==> src/rtl/fb_pkg.sv <==
// Shared framebuffer geometry and grant encoding for the scanout/writer arbiter.
package fb_pkg;

   localparam int unsigned PIX_W     = 2;
   localparam int unsigned H_PIX     = 160;
   localparam int unsigned V_PIX     = 144;
   localparam int unsigned ADDR_W    = 15;
   localparam int unsigned FB_PIXELS = H_PIX * V_PIX;

   typedef enum logic [1:0] {
      GNT_NONE = 2'd0,
      GNT_RD   = 2'd1,
      GNT_WR   = 2'd2
   } gnt_e;

endpackage

==> src/rtl/fb_pix_fifo.sv <==
// Prefetch FIFO between the RAM read port and the DVI pixel path.
module fb_pix_fifo
   import fb_pkg::*;
#(
   parameter int unsigned WIDTH = PIX_W,
   parameter int unsigned DEPTH = 8,
   localparam int unsigned PTR_W = $clog2(DEPTH)
) (
   input  logic             i_clk,
   input  logic             i_rst_b,
   input  logic             i_flush,
   input  logic             i_push,
   input  logic [WIDTH-1:0] i_push_data,
   input  logic             i_pop,
   output logic [WIDTH-1:0] o_pop_data,
   output logic [PTR_W:0]   o_count,
   output logic             o_empty,
   output logic             o_full
);

   logic [WIDTH-1:0] r_mem [DEPTH];
   logic [PTR_W-1:0] r_wr_ptr;
   logic [PTR_W-1:0] r_rd_ptr;
   logic [PTR_W:0]   r_count;
   logic             w_do_push;
   logic             w_do_pop;

   assign o_count    = r_count;
   assign o_empty    = (r_count == '0);
   assign o_full     = (r_count == (PTR_W + 1)'(DEPTH));
   assign w_do_pop   = i_pop & ~o_empty;
   // A pop frees a slot in the same cycle, so push-while-full is legal only with a pop.
   assign w_do_push  = i_push & (~o_full | w_do_pop);
   assign o_pop_data = o_empty ? '0 : r_mem[r_rd_ptr];

   always_ff @(posedge i_clk) begin
      if (w_do_push) begin
         r_mem[r_wr_ptr] <= i_push_data;
      end
   end

   always_ff @(posedge i_clk) begin
      if (!i_rst_b || i_flush) begin
         r_wr_ptr <= '0;
         r_rd_ptr <= '0;
         r_count  <= '0;
      end else begin
         if (w_do_push) r_wr_ptr <= r_wr_ptr + PTR_W'(1);
         if (w_do_pop)  r_rd_ptr <= r_rd_ptr + PTR_W'(1);
         r_count <= r_count + (PTR_W + 1)'(w_do_push) - (PTR_W + 1)'(w_do_pop);
      end
   end

endmodule

==> src/rtl/fb_mem_arbiter.sv <==
// Single-port framebuffer RAM shared between scanout prefetch reads and posted LCD writes.
module fb_mem_arbiter
   import fb_pkg::*;
#(
   parameter int unsigned LINE_REPEAT = 3,
   parameter int unsigned FIFO_DEPTH  = 8,
   parameter int unsigned LOW_WATER   = 2,
   parameter int unsigned MAX_WAIT    = 4
) (
   input  logic              fbclk,
   input  logic              fbclk_rst_b,
   input  logic              frame_start,
   input  logic              pix_pop,
   output logic [PIX_W-1:0]  pix_data,
   output logic              pix_valid,
   output logic              underflow,
   input  logic              gb_wr_valid,
   output logic              gb_wr_ready,
   input  logic [ADDR_W-1:0] gb_wr_addr,
   input  logic [PIX_W-1:0]  gb_wr_data,
   output logic              ram_en,
   output logic              ram_we,
   output logic [ADDR_W-1:0] ram_addr,
   output logic [PIX_W-1:0]  ram_wdata,
   input  logic [PIX_W-1:0]  ram_rdata
);

   localparam int unsigned XW = $clog2(H_PIX);
   localparam int unsigned YW = $clog2(V_PIX);
   localparam int unsigned RW = (LINE_REPEAT > 1) ? $clog2(LINE_REPEAT) : 1;
   localparam int unsigned WW = $clog2(MAX_WAIT + 1);
   localparam int unsigned CW = $clog2(FIFO_DEPTH) + 1;

   logic              r_gen_active;
   logic [XW-1:0]     r_x;
   logic [RW-1:0]     r_rep;
   logic [YW-1:0]     r_y;
   logic [ADDR_W-1:0] r_line_base;
   logic              r_inflight;
   logic [WW-1:0]     r_wait_cnt;
   logic              r_underflow;

   logic [ADDR_W-1:0] w_gen_addr;
   logic              w_x_last, w_rep_last, w_y_last;
   logic [CW-1:0]     w_count, w_occ, w_space;
   logic              w_fifo_empty, w_fifo_full;
   logic              w_rd_ok, w_urgent, w_forced, w_wr_in_range, w_wr_do;
   gnt_e              w_gnt;

   assign w_gen_addr = r_line_base + ADDR_W'(r_x);
   assign w_x_last   = (r_x == XW'(H_PIX - 1));
   assign w_rep_last = (r_rep == RW'(LINE_REPEAT - 1));
   assign w_y_last   = (r_y == YW'(V_PIX - 1));

   // Inflight reads already own a FIFO slot, so they count against space.
   assign w_occ    = w_count + CW'(r_inflight);
   assign w_space  = CW'(FIFO_DEPTH) - w_occ;
   assign w_rd_ok  = r_gen_active & ~w_fifo_full & (w_space != '0);
   assign w_urgent = (w_occ < CW'(LOW_WATER));
   assign w_forced = gb_wr_valid & (r_wait_cnt >= WW'(MAX_WAIT));

   always_comb begin
      w_gnt = GNT_NONE;
      if (!fbclk_rst_b || frame_start) w_gnt = GNT_NONE;
      else if (w_rd_ok && w_urgent)    w_gnt = GNT_RD;
      else if (w_forced)               w_gnt = GNT_WR;
      else if (w_rd_ok)                w_gnt = GNT_RD;
      else if (gb_wr_valid)            w_gnt = GNT_WR;
   end

   assign w_wr_in_range = (gb_wr_addr < ADDR_W'(FB_PIXELS));
   assign gb_wr_ready   = (w_gnt == GNT_WR);
   assign w_wr_do       = gb_wr_ready & w_wr_in_range;

   always_comb begin
      ram_en    = 1'b0;
      ram_we    = 1'b0;
      ram_addr  = '0;
      ram_wdata = '0;
      if (w_gnt == GNT_RD) begin
         ram_en   = 1'b1;
         ram_addr = w_gen_addr;
      end else if (w_wr_do) begin
         ram_en    = 1'b1;
         ram_we    = 1'b1;
         ram_addr  = gb_wr_addr;
         ram_wdata = gb_wr_data;
      end
   end

   always_ff @(posedge fbclk) begin
      if (!fbclk_rst_b) begin
         r_gen_active <= 1'b0;
         r_x          <= '0;
         r_rep        <= '0;
         r_y          <= '0;
         r_line_base  <= '0;
         r_inflight   <= 1'b0;
         r_wait_cnt   <= '0;
         r_underflow  <= 1'b0;
      end else begin
         r_inflight <= (w_gnt == GNT_RD);
         if (!gb_wr_valid || gb_wr_ready) r_wait_cnt <= '0;
         else if (r_wait_cnt < WW'(MAX_WAIT)) r_wait_cnt <= r_wait_cnt + WW'(1);
         if (frame_start) r_underflow <= 1'b0;
         else if (pix_pop && w_fifo_empty) r_underflow <= 1'b1;

         if (frame_start) begin
            r_gen_active <= 1'b1;
            r_x          <= '0;
            r_rep        <= '0;
            r_y          <= '0;
            r_line_base  <= '0;
         end else if (w_gnt == GNT_RD) begin
            if (!w_x_last) begin
               r_x <= r_x + XW'(1);
            end else begin
               r_x <= '0;
               if (!w_rep_last) begin
                  r_rep <= r_rep + RW'(1);
               end else begin
                  r_rep <= '0;
                  if (w_y_last) begin
                     r_gen_active <= 1'b0;
                     r_y          <= '0;
                     r_line_base  <= '0;
                  end else begin
                     r_y         <= r_y + YW'(1);
                     r_line_base <= r_line_base + ADDR_W'(H_PIX);
                  end
               end
            end
         end
      end
   end

   assign underflow = r_underflow;
   assign pix_valid = ~w_fifo_empty;

   // Flush wins over the push of a read issued before frame_start, discarding it.
   fb_pix_fifo #(
      .WIDTH(PIX_W),
      .DEPTH(FIFO_DEPTH)
   ) u_fifo (
      .i_clk       (fbclk),
      .i_rst_b     (fbclk_rst_b),
      .i_flush     (frame_start),
      .i_push      (r_inflight),
      .i_push_data (ram_rdata),
      .i_pop       (pix_pop),
      .o_pop_data  (pix_data),
      .o_count     (w_count),
      .o_empty     (w_fifo_empty),
      .o_full      (w_fifo_full)
   );

endmodule

==> config.mk <==
export PLATFORM = sky130hd
export DESIGN_NAME = fb_mem_arbiter
export DESIGN_NICKNAME = d
export VERILOG_FILES = /design/src/rtl/fb_pkg.sv /design/src/rtl/fb_pix_fifo.sv /design/src/rtl/fb_mem_arbiter.sv
export SDC_FILE = /design/constraint.sdc
export NUM_CORES = 1
export LEC_CHECK = 0
export CAP_MARGIN = 20
export CORE_UTILIZATION = 25
export CTS_CLUSTER_DIAMETER = 40
export DETAILED_ROUTE_END_ITERATION = 7
export PLACE_DENSITY_LB_ADDON = 0.25
export SLEW_MARGIN = 0
export SYNTH_ARGS = -nofsm -noshare
export SYNTH_HDL_FRONTEND = slang
export SYNTH_SLANG_ARGS = --single-unit
==> constraint.sdc <==
create_clock -name fbclk -period 2.5 [get_ports fbclk]
set_input_delay 0.625 -clock fbclk [delete_from_list [all_inputs] [get_ports fbclk]]
set_output_delay 0.625 -clock fbclk [all_outputs]
set_load 0.1 [all_outputs]
; ---- Word-level counts from Yosys, hierarchy flattened
; Memory sizes are Yosys's and may differ from the RTL's. A register that Yosys moved wholly into a read port is not among the register bits.
; Cells that the tools add are included.
[op_classes]
n_addsub = 12
mul = 0
n_div = 0
order_cmp = 4
n_eq_ne = 6
shifts = 0
muxes = 26
n_bitwise = 10
n_reduce_logical = 17
[ops]
columns = operator, count
row1 = $mux 15, 3
row2 = $mux 2, 9
row3 = $add 8x1->8 const B, 2
row4 = $eq 8x8->1 const B, 2
row5 = $mux 8, 2
row6 = $add 15x8->15, 1
row7 = $add 15x8->15 const B, 1
row8 = $lt 15x15->1 const B, 1
row9 = $mux 1, 10
row10 = $add 3x1->3 const B, 3
row11 = $add 4x1->4, 2
row12 = $reduce_bool 2->1, 4
row13 = $and 1x1->1, 6
row14 = $mux 3, 2
row15 = $eq 2x2->1 const B, 2
row16 = $eq 4x4->1 const B, 1
row17 = $logic_not 4->1, 1
row18 = $lt 4x2->1 const B, 1
row19 = $reduce_and 4->1, 1
row20 = $reduce_bool 4->1, 1
row21 = $reduce_or 2->1, 2
row22 = $sub 4x1->4, 1
row23 = $sub 4x4->4 const A, 1
row24 = $ge 3x3->1 const B, 1
row25 = 10 further kinds, 15
[word_totals]
ff_bits = 49
latch_bits = 0
ramBits = 16
rom_bits = 0
inputBits = 24
output_inout_bits = 24
wordCells = 87
n_memories = 1
[memory_table]
columns = memory, depth, word_bits, rd, rd_clocked_by_memory_dff, write_ports, line_no
row1 = u_fifo.r_mem, 8, 2, 1, 1, 1, fb_pix_fifo.sv:21  ; logic [WIDTH-1:0] r_mem [DEPTH];

; ---- Logic depth before layout (Yosys ltp)
[logic_depth]
word_depth = 12
ltp_mapped = 11
depth_no_buf = 11

; ---- Modules after synthesis
; From an unflattened synthesis, not the netlist that was laid out.
[unflattened]
cells_unflattened = 370
hier_area_um2 = 3533.4
[modules_own_cells]
columns = mod, n_inst, cells_per_inst, area_per_inst_um2
row1 = fb_mem_arbiter, 1, 263, 2195.9
row2 = fb_pix_fifo, 1, 107, 1337.5

; ---- Worst setup path before layout
; No wires, ideal clock.
[synth_timing]
path_kind = register to output
startpoint = register u_fifo.r_count[2] (netlist: u_fifo.o_count[2])
endpoint = output ram_addr[13]
arrival_time_ps = 3277
slack_ps = -1402
path_stages_with_launch = 10
path_cell_list = dfxtp_1 -> inv_1 -> ha_1 -> or3b_1 -> and2_1 -> buf_6 -> o21ai_2 -> and3_1 -> clkbuf_1 -> a32o_1
[synth_via]
elab_chain_cells = 12
[synth_rtl]
columns = element, line_no
row1 = from (decl), fb_pix_fifo.sv:24  ; logic [PTR_W:0] r_count;
row2 = from (signal assigned), fb_pix_fifo.sv:50  ; r_count <= r_count + (PTR_W + 1)'(w_do_push) - (PTR_W + 1)'(w_do_pop);
row3 = $add 4x1->4 or $eq 4x4->1 (tied branches), "fb_mem_arbiter.sv:56, fb_pix_fifo.sv:30"
row4 = $sub 4x4->4 or $not 1->1 (tied branches), "fb_mem_arbiter.sv:57, fb_mem_arbiter.sv:58"
row5 = $reduce_bool 4->1 or $and 1x1->1 (tied branches), fb_mem_arbiter.sv:58  ; assign w_rd_ok = r_gen_active & ~w_fifo_full & (w_space != '0);
row6 = $and 1x1->1, fb_mem_arbiter.sv:58
row7 = $mux 2, fb_mem_arbiter.sv:67  ; else if (w_rd_ok) w_gnt = GNT_RD;
row8 = $mux 2, fb_mem_arbiter.sv:66  ; else if (w_forced) w_gnt = GNT_WR;
row9 = $mux 2 *, fb_mem_arbiter.sv:65  ; else if (w_rd_ok && w_urgent) w_gnt = GNT_RD;
row10 = $mux 2 *, fb_mem_arbiter.sv:64  ; if (!fbclk_rst_b || frame_start) w_gnt = GNT_NONE;
row11 = $eq 2x2->1 *, fb_mem_arbiter.sv:72  ; assign gb_wr_ready = (w_gnt == GNT_WR);
row12 = net gb_wr_ready, fb_mem_arbiter.sv:18  ; output logic gb_wr_ready,
row13 = $and 1x1->1 *, fb_mem_arbiter.sv:73  ; assign w_wr_do = gb_wr_ready & w_wr_in_range;
row14 = $mux 15 *, fb_mem_arbiter.sv:83  ; end else if (w_wr_do) begin
row15 = $mux 15 *, fb_mem_arbiter.sv:80  ; if (w_gnt == GNT_RD) begin
row16 = to (decl), fb_mem_arbiter.sv:23  ; output logic [ADDR_W-1:0] ram_addr,
; The timed path passes the listed nets; every way through them passes the cells marked *.

; ---- Worst setup path after layout
[layout_timing]
startpoint = register r_inflight
endpoint = output ram_addr[13]
[layout_via]
elab_chain_cells = 12
[layout_rtl]
columns = element, line_no
row1 = from (decl), fb_mem_arbiter.sv:39  ; logic r_inflight;
row2 = from (signal assigned), fb_mem_arbiter.sv:102  ; r_inflight <= (w_gnt == GNT_RD);
row3 = $add 4x1->4 *, fb_mem_arbiter.sv:56  ; assign w_occ = w_count + CW'(r_inflight);
row4 = $sub 4x4->4, fb_mem_arbiter.sv:57  ; assign w_space = CW'(FIFO_DEPTH) - w_occ;
row5 = $reduce_bool 4->1, fb_mem_arbiter.sv:58
row6 = $and 1x1->1, fb_mem_arbiter.sv:58
row7 = $mux 2, fb_mem_arbiter.sv:67
row8 = $mux 2, fb_mem_arbiter.sv:66
row9 = $mux 2 *, fb_mem_arbiter.sv:65
row10 = $mux 2 *, fb_mem_arbiter.sv:64
row11 = $eq 2x2->1, fb_mem_arbiter.sv:72
row12 = $and 1x1->1, fb_mem_arbiter.sv:73
row13 = $mux 15, fb_mem_arbiter.sv:83
row14 = $mux 15 *, fb_mem_arbiter.sv:80
; Mark *: on every way between the ends. The rest lies on a longest branch, timed or not.

==> impl_metrics.tcl <==
set metrics [dict create \
    ir_drop_mv 0.475 \
    post-route-period-util 1.15 \
    htree_levels 3 \
    num_io_pins 48 \
    multi_input_area_mm2 0.00207 \
    path_clk_slew_ps 60 \
    outcome "complete, but fails checks" \
    nets 498 \
    cts.path.max_buffers 2 \
    met2_length_um 4280 \
    cts_root_buffer "clkbuf_16" \
    hold_class "reg2reg" \
    synthArstFlopShare 0 \
    cts_tree "yes" \
    synth.avg_cell_area_um2 9.53 \
    highest_layer "met4" \
    fin_util 0.397 \
    synthFlopType "dfxtp_1" \
    syn_inst 358 \
    path_class "reg2out" \
    core_area_mm2 0.0133 \
    p_per_area_mw_per_mm2 767 \
    start_util 0.257 \
    worst_setup_path_start_kind "flop" \
    setup_tns_ps -7050 \
    grt_remaining_overflow 0 \
    ys_ff_latch 63 \
    die_h_um 119 \
    tightest_slew_ps 419 \
    vias 2946 \
    dp.cells 616 \
    area_delta_synth_final_pct 54.8 \
    synth.distinct_cells 59 \
    placed_area_mm2 0.00481 \
    antenna_found_initial 0 \
    insertion_delay_ps 330 \
    antenna_left 0 \
    postLayoutCellArea_mm2 0.00528 \
    track_usage 0.129 \
    whs_ps 473 \
    clock_skew_ps 5.65 \
    place_hpwl_um 6380 \
    worstPathRequired_ps 1880 \
    yosys_warnings 0 \
    netlist_area_mm2 0.00341 \
    rows 42 \
    die_w_um 119 \
    regArea_mm2 0.00143 \
    violations "negative setup slack" \
    dp_slack_ps -381 \
    drv_cap 0 \
    layout_setup_ws_ps -385 \
    fmax_mhz 347 \
    hold_viol 0 \
    cp_max_fo 6 \
    cellLeakagePower_nw 2.01 \
    critical_path.endpoint_type "primary output" \
    final_cells 636 \
    synth_edf_count 16 \
    post_drt_wl_per_cell_um 13.5 \
    dieArea_mm2 0.0141 \
    rsz0062_at_grt "true" \
    cp_data_arrival_time_ps 2260 \
    numCtsBuffers 9 \
    routed_wl_um 8600 \
    gp_congestion 0.726 \
    antennaDiodeCount 0 \
    drive_above_1_share 0.322 \
    first_pass_iters 4 \
    wl_met3_um 192 \
    drt_iter0_drc 129 \
    setup_violations 20 \
    final_common_cell "buf_4" \
    slew_headroom 0.718 \
    finalCriticalPeriod_ps 2890 \
    port_buffers 47 \
    cts.sinks 63 \
    synth-seq-area-share 0.417 \
    drc_errors 0 \
    wl_met1_um 4010 \
    layout_common_cells "50 x buf_4, 43 x dfxtp_1, 30 x nor2_1" \
    fillers 1290 \
    grt_pass1_vias 2860 \
    synthesis.nets 401 \
    grt_max_degree 30 \
    power_mw 4.05 \
    avgViaCountPerCell 4.63 \
    grt_pass1_wl_um 14100 \
    drv_slew 0 \
]
[cell type report]
| cell class | count | area share |
|---|---|---|
| Timing Repair Buffer | 104 | 0.228 |
| Clock inverter | 7 | 0.0137 |
| Sequential cell | 63 | 0.270 |
| Tap cell | 176 | 0.0417 |
| Multi-Input combinational cell | 261 | 0.393 |
| Inverter | 16 | 0.0114 |
| Clock buffer | 9 | 0.0426 |
[where the power goes]
| part | switching (mW) | internal [mW] |
|---|---|---|
| sequential | 0.0383 | 1.09 |
| combinational | 0.945 | 0.735 |
| clock | 0.471 | 0.772 |
[cells in the mapped netlist (all sizes together) (2+ instances only)]
cell / number / area, um^2
a22o: 14 / 123
nor4b: 2 / 17.5
o21ai: 16 / 87.6
mux2i: 5 / 50.1
clkbuf: 8 / 30.0
edfxtp: 16 / 480
and3: 8 / 50.1
buf: 10 / 66.3
inv: 16 / 60.1
o31ai: 5 / 37.5
nor2: 32 / 120
o2111ai: 3 / 32.5
nand3b: 2 / 15.0
a21oi: 24 / 120
nand4: 2 / 12.5
nor3: 7 / 35.0
or4: 2 / 18.8
dfxtp: 47 / 941
or3: 3 / 18.8
o211ai: 8 / 60.1
nand2b: 5 / 31.3
o211a: 3 / 30.0
and2: 8 / 50.1
ha: 18 / 225
nand3: 14 / 70.1
nand2: 29 / 114
nor2b: 4 / 25.0
nor3b: 3 / 22.5
xor2: 7 / 61.3
a311oi: 2 / 17.5
nand4b: 3 / 26.3
xnor2: 11 / 104
mux4: 4 / 90.1
[flip-flops by register name, summed over array words and instances (netlist names), named ones only]
signal	flops
u_fifo.r_mem	16
r_line_base	10
r_x	8
r_y	8
u_fifo.o_count	4
r_wait_cnt	3
u_fifo.r_rd_ptr	3
u_fifo.r_wr_ptr	3
r_rep	2
r_gen_active	1
r_inflight	1
underflow	1
[cells by family (layout without fill, tap and decap cells)]
family | Yosys count | count (layout) | synth area share
AO/OA/AOI/OAI | 87 | 87 | 0.179
XOR/XNOR | 18 | 18 | 0.0484
adder cells (fa/ha/maj) | 19 | 19 | 0.0719
buffers and inverters | 34 | 136 | 0.0458
flip-flops | 63 | 63 | 0.417
multiplexers | 9 | 9 | 0.0411
AND/OR/NAND/NOR | 128 | 128 | 0.197
[final timing paths]
| kind | end | slack (ps) | cells past startpoint | start |
|---|---|---|---|---|
| worst min-delay path | r_y[1] | 470 | 2 | r_y[1] |
| worst max register to register | u_fifo.o_count[2] | 220 | 12 | u_fifo.o_count[2] |
| worst max-delay path | ram_addr[13] | -390 | 9 | r_inflight |
| worst min register to register | r_y[1] | 470 | 2 | r_y[1] |
[worst max-delay path, cell delays in order, from the launching register on]
cell	delay (ps)
dfxtp_2	340
ha_4	170
ha_4	170
xnor2_4	180
buf_6	120
a22oi_2	50
o211a_4	310
buf_12	150
a32o_4	270
buf_12	160
[routing by layer]
metal	vias to the layer above	global-route usage
li1	1509	-
met1	1399	0.157
met2	27	0.218
met3	11	0.0330
met4	0	0.0475
met5	-	0
[what timing repair did]
action                                  CTS  global route
pin swaps                                 3             1
hold buffers                              0             0
buffers inserted                          0             1
gates resized for setup                  18             4
endpoints found under the setup margin   20            34
cloned                                    1             2
Note: power is estimated with default switching activity, not from simulation.
